==> config.mk <==
export PLATFORM = sky130hd
export DESIGN_NAME = ex_seq_ctrl
export DESIGN_NICKNAME = d
export VERILOG_FILES = /design/src/rtl/ex_ctrl_pkg.sv /design/src/rtl/ex_flag_reg.sv /design/src/rtl/ex_seq_ctrl.sv
export SDC_FILE = /design/constraint.sdc
export NUM_CORES = 1
export LEC_CHECK = 0
export CORE_MARGIN = 5
export CORE_UTILIZATION = 35
export CTS_CLUSTER_DIAMETER = 40
export DETAILED_ROUTE_END_ITERATION = 16
export PLACE_DENSITY = 0.67
export SLEW_MARGIN = 25
export SYNTH_ARGS = -nofsm -noshare
export SYNTH_HDL_FRONTEND = slang
export SYNTH_SLANG_ARGS = --single-unit
==> constraint.sdc <==
create_clock -name clk -period 1.4 [get_ports clk]
set_input_delay 0.42 -clock clk [delete_from_list [all_inputs] [get_ports clk]]
set_output_delay 0.42 -clock clk [all_outputs]
set_load 0.01 [all_outputs]
==> src/rtl/ex_ctrl_pkg.sv <==
// ---------------------------------------------------------------------------
// ex_ctrl_pkg
// Shared types and constants for the execute-stage sequencing controller.
//   ex_state_t        : controller FSM state encoding (IDLE / BUSY / HOLD)
//   FLAG_Z/V/N        : bit positions of the condition flags in every 3-bit
//                       flag vector (mask, ALU flags, architectural register)
//   DEFAULT_TIMEOUT   : default bound on BUSY cycles before force-completion
//   DEFAULT_CNT_W     : default busy-counter width (2**W must exceed timeout)
// ---------------------------------------------------------------------------
package ex_ctrl_pkg;

    typedef enum logic [1:0] {
        ST_IDLE = 2'd0,
        ST_BUSY = 2'd1,
        ST_HOLD = 2'd2
    } ex_state_t;

    localparam int unsigned FLAG_W = 3;
    localparam int unsigned FLAG_Z = 2;
    localparam int unsigned FLAG_V = 1;
    localparam int unsigned FLAG_N = 0;

    localparam int unsigned DEFAULT_TIMEOUT = 8;
    localparam int unsigned DEFAULT_CNT_W   = 4;

endpackage : ex_ctrl_pkg

==> src/rtl/ex_flag_reg.sv <==
// ---------------------------------------------------------------------------
// ex_flag_reg
// Architectural condition-flag register with a per-bit write mask.
// A bit is loaded from d only when we is high and its mask bit is set;
// all other bits keep their value. Synchronous active-high reset to zero.
// Ports:
//   clk  : clock, rising edge
//   rst  : synchronous active-high reset
//   we   : global write enable for this cycle
//   mask : per-bit write enables, [2]=Z [1]=V [0]=N
//   d    : new flag values
//   q    : registered flag values
// ---------------------------------------------------------------------------
module ex_flag_reg
    import ex_ctrl_pkg::*;
(
    input  logic              clk,
    input  logic              rst,
    input  logic              we,
    input  logic [FLAG_W-1:0] mask,
    input  logic [FLAG_W-1:0] d,
    output logic [FLAG_W-1:0] q
);

    logic [FLAG_W-1:0] flag_reg;
    logic [FLAG_W-1:0] flag_next;

    // Per-bit select: new value only where the op is allowed to write.
    generate
        for (genvar gi = 0; gi < FLAG_W; gi++) begin : g_flag_bit
            assign flag_next[gi] = (we && mask[gi]) ? d[gi] : flag_reg[gi];
        end
    endgenerate

    always_ff @(posedge clk) begin
        if (rst) begin
            flag_reg <= '0;
        end else begin
            flag_reg <= flag_next;
        end
    end

    assign q = flag_reg;

endmodule : ex_flag_reg

==> src/rtl/ex_seq_ctrl.sv <==
// ---------------------------------------------------------------------------
// ex_seq_ctrl
// Execute-stage sequencing controller. Accepts one decoded op at a time,
// launches the ALU with a single-cycle start pulse, waits for done (bounded
// by a timeout), commits the condition flags under the op's write mask, and
// holds the result valid until MEM accepts it.
// Ports:
//   clk, rst          : clock (rising edge), synchronous active-high reset
//   issue_valid       : decoded op present at ID/EX
//   issue_ready       : controller accepts an op this cycle (combinational)
//   issue_flag_mask   : flag write enables for the op, [2]=Z [1]=V [0]=N
//   alu_start         : one-cycle ALU launch pulse (registered)
//   alu_done          : ALU result and flags valid (only honoured in BUSY)
//   alu_flags         : ALU flag outputs, same bit order as the mask
//   ex_valid          : EX result valid toward MEM (registered)
//   mem_ready         : MEM accepts the EX result
//   stall             : hold IF/ID and ID/EX registers (combinational)
//   flush             : squash the in-flight op; wins over everything but rst
//   flags             : architectural flag register Z,V,N
//   timeout_err       : sticky, set when an op was force-completed
// ---------------------------------------------------------------------------
module ex_seq_ctrl
    import ex_ctrl_pkg::*;
#(
    parameter int unsigned TIMEOUT_CYCLES = DEFAULT_TIMEOUT,
    parameter int unsigned CNT_W          = DEFAULT_CNT_W
) (
    input  logic              clk,
    input  logic              rst,
    input  logic              issue_valid,
    output logic              issue_ready,
    input  logic [FLAG_W-1:0] issue_flag_mask,
    output logic              alu_start,
    input  logic              alu_done,
    input  logic [FLAG_W-1:0] alu_flags,
    output logic              ex_valid,
    input  logic              mem_ready,
    output logic              stall,
    input  logic              flush,
    output logic [FLAG_W-1:0] flags,
    output logic              timeout_err
);

    localparam logic [CNT_W-1:0] CNT_LIMIT = CNT_W'(TIMEOUT_CYCLES);

    ex_state_t         state_reg;
    ex_state_t         state_next;
    logic [CNT_W-1:0]  cnt_reg;
    logic [CNT_W-1:0]  cnt_next;
    logic [FLAG_W-1:0] mask_reg;
    logic              alu_start_reg;
    logic              ex_valid_reg;
    logic              timeout_err_reg;

    logic              accept;
    logic              done_hit;
    logic              timeout_hit;
    logic              flag_we;

    // -----------------------------------------------------------------------
    // Handshake and completion decode
    // -----------------------------------------------------------------------
    always_comb begin
        issue_ready = 1'b0;
        if (!flush) begin
            issue_ready = (state_reg == ST_IDLE) ||
                          ((state_reg == ST_HOLD) && mem_ready);
        end
        accept      = issue_valid && issue_ready;
        stall       = issue_valid && !issue_ready;
        // Completion events only count in BUSY and are cancelled by flush.
        done_hit    = (state_reg == ST_BUSY) && !flush && alu_done;
        timeout_hit = (state_reg == ST_BUSY) && !flush && !alu_done &&
                      (cnt_reg == CNT_LIMIT);
    end

    // -----------------------------------------------------------------------
    // FSM: next-state logic
    // -----------------------------------------------------------------------
    always_comb begin
        state_next = state_reg;
        if (flush) begin
            state_next = ST_IDLE;
        end else begin
            unique case (state_reg)
                ST_IDLE: begin
                    if (accept) begin
                        state_next = ST_BUSY;
                    end
                end
                ST_BUSY: begin
                    if (done_hit || timeout_hit) begin
                        state_next = ST_HOLD;
                    end
                end
                ST_HOLD: begin
                    // A new op accepted while MEM drains the old result goes
                    // straight back to BUSY, so there is no IDLE bubble.
                    if (mem_ready) begin
                        state_next = accept ? ST_BUSY : ST_IDLE;
                    end
                end
                default: state_next = ST_IDLE;
            endcase
        end
    end

    // -----------------------------------------------------------------------
    // FSM: output / datapath-control logic
    // -----------------------------------------------------------------------
    always_comb begin
        flag_we  = done_hit;
        cnt_next = cnt_reg;
        if (flush) begin
            cnt_next = '0;
        end else if (accept) begin
            // The start cycle is the first BUSY cycle, so counting starts at 1.
            cnt_next = CNT_W'(1);
        end else if ((state_reg == ST_BUSY) && !done_hit && !timeout_hit) begin
            cnt_next = cnt_reg + CNT_W'(1);
        end
    end

    // -----------------------------------------------------------------------
    // FSM: state register and registered outputs
    // -----------------------------------------------------------------------
    always_ff @(posedge clk) begin
        if (rst) begin
            state_reg       <= ST_IDLE;
            cnt_reg         <= '0;
            mask_reg        <= '0;
            alu_start_reg   <= 1'b0;
            ex_valid_reg    <= 1'b0;
            timeout_err_reg <= 1'b0;
        end else begin
            state_reg     <= state_next;
            cnt_reg       <= cnt_next;
            alu_start_reg <= accept;
            // ex_valid tracks residency in HOLD.
            ex_valid_reg  <= (state_next == ST_HOLD);
            if (accept) begin
                mask_reg <= issue_flag_mask;
            end
            if (timeout_hit) begin
                timeout_err_reg <= 1'b1;
            end
        end
    end

    ex_flag_reg u_flag_reg (
        .clk  (clk),
        .rst  (rst),
        .we   (flag_we),
        .mask (mask_reg),
        .d    (alu_flags),
        .q    (flags)
    );

    assign alu_start   = alu_start_reg;
    assign ex_valid    = ex_valid_reg;
    assign timeout_err = timeout_err_reg;

endmodule : ex_seq_ctrl

==> results.toml <==
[sta]
min_period_over_period = 1.07
fmax_mhz = 667
final-max-slew-violation-count = 0
worstMarginPinSlew_ps = 373
fin_worst_skew_ps = 7.43
whs_ps = 482
setup_violations = 5
relSlewSlack = 0.751
setup-tns-final_ps = -287
hold_violations = 0
rsz0062_at_grt = "yes"
period_needed_ps = 1500
fin_ws_ps = -99.0

[worst_setup_path]
worstPathArrival_ps = 1080
path_class = "flop to output pin"
cp-end-kind = "output pin"
worstPathRequired_ps = 980
start_kind = "flop"
cp_max_fo = 2

[synthesis]
synth_ff_type = "dfxtp_1"
synthCells = 90
synth.ff_latch_count = 15
yosysUniqueCellTypes = 33
async_flop_share = 0
synth_enable_flop_cells = 0
syn_nets = 104
syn-cell-area_um2 = 811
ys_warn_count = 0
avgSynthCellArea_um2 = 9.01
yosysSeqAreaShare = 0.370

[placement]
place_ws_ps = -845
gp_congestion = 0.808
port-buffer-count = 19
place_area_um2 = 1120
placedCellCount = 145
hpwl_um = 1470

[hold_path]
hold_class = "flop to flop"

[cts]
cts_buffers = 3
h-tree-depth = 1
cts_tree = "yes"
cts_num_sinks = 15
clockRootBuffer = "clkbuf_4"
hold_buffers = 0
clkSlewWorstSetupHoldPaths_ps = 100
cts_max_path_buffers = 2
insertion_delay_ps = 280

[layout]
layout-drive-gt1-share = 0.389
final_cell_mix = "17 x buf_4, 12 x dfxtp_1, 8 x a21oi_1, 8 x clkdlybuf4s50_1"
largest_reg_flops = 4
num_antenna_cells = 0
fin_nets = 141
final_area_um2 = 1250
final_common_cell = "buf_4"
instances_no_fill = 154
area_growth_syn_to_layout_pct = 54.3

[pwr]
pwr-share-comb = 0.178
p_clk_frac = 0.297
seqPwrFrac = 0.525
p_sw_uw = 217
netSwitchingFraction = 0.258
peakVddDrop_mv = 0.379
powerDensity_nw_per_um2 = 672
p_leak_uw = 0.000475
p_int_uw = 623

[routing]
ant_nets = 0
vias = 777
viasPerCell = 5.05
finalWirelength_um = 2210
drtPass1Iterations = 4
first_iter_violations = 15
drcViolationCount = 0
wl_per_cell_um = 14.3

[global_routing]
grt_pass1_wl_um = 3510
grt_use_total = 0.134
grt-ovfl-total = 0
grt_pass1_vias = 780
grt_max_degree = 10
antenna_found_initial = 0

[run]
cap_violations = 0

[status]
violations = "negative setup slack"
run_status = "finished with violations"

[floorplanning]
num_rows = 17
fp.dieH_um = 58.1
start_util = 0.367
num_io_pins = 20
coreArea_um2 = 2210
dieArea_um2 = 3380
die_w_um = 58.1
final timing paths:
check	from	end	slack, ps	cells after the start
worst min register to register	timeout_err	timeout_err	480	2
worst max-delay path	state_reg[1]	stall	-100	4
worst min-delay path	timeout_err	timeout_err	480	2
worst max register to register	cnt_reg[0]	cnt_reg[0]	-80	5
kinds of logic after synthesis:
| group | count (synthesis) | share of synthesized area |
|---|---|---|
| flops | 15 | 0.370 |
| mux | 2 | 0.0247 |
| simple gates | 31 | 0.276 |
| compound gates | 26 | 0.222 |
| fa+ha+maj | 2 | 0.0309 |
| buf+inv | 14 | 0.0756 |
worst max-delay path, cell delays in order, from the launching register on:
cell and delay [ps]:
dfxtp_2 330, nor2b_4 170, nor3_4 50, nor2b_1 120, buf_2 140
layout make-up:
type	count	area, um2
fill	201	961
clock buffer	4	26.3
multi-input combinational	61	552
inverter	9	33.8
sequential	15	304
timing repair buffer	37	300
tap	28	35.0
power groups by stage:
stage | clock network [uW] | logic, uW | registers (uW)
6_report | 250 | 149 | 441
4_1_cts | 250 | 144 | 440
2_1_floorplan | 0 | 61.1 | 452
3_3_place_gp | 0 | 131 | 450
5_1_grt | 270 | 162 | 442
3_5_place_dp | 0 | 133 | 450
routing by layer:
| layer | up-vias | GRT usage | wire length, um |
|---|---|---|---|
| met5 | - | 0 | 0 |
| met4 | 0 | 0.0298 | 8 |
| met3 | 2 | 0.0290 | 119 |
| met2 | 14 | 0.244 | 1150 |
| met1 | 359 | 0.159 | 929 |
| li1 | 402 | - | - |
per-stage QoR:
step	total power, uW	util
2_1_floorplan	513	-
3_3_place_gp	581	0.505
3_5_place_dp	584	0.505
4_1_cts	835	0.553
5_1_grt	874	0.566
6_report	840	0.566
cells in the mapped netlist (all sizes together), types with 3 or more instances:
| library cell | number | area [um2] |
|---|---|---|
| nand4 | 6 | 37.5 |
| clkbuf | 3 | 11.3 |
| nor2 | 3 | 11.3 |
| inv | 9 | 33.8 |
| a21oi | 9 | 45.0 |
| nand2b | 3 | 26.3 |
| o211ai | 4 | 30.0 |
| o31ai | 4 | 30.0 |
| dfxtp | 15 | 300 |
| nor2b | 4 | 27.5 |
| nand2 | 3 | 11.3 |
| a31o | 3 | 26.3 |
timing repair:
action,in CTS,in global routing
setup endpoints to repair,16,6
endpoints found under the hold margin,0,0
buffers inserted,3,2
gates resized for setup,31,8
pin swaps,6,4
Note: power is estimated with default switching activity, not from simulation.
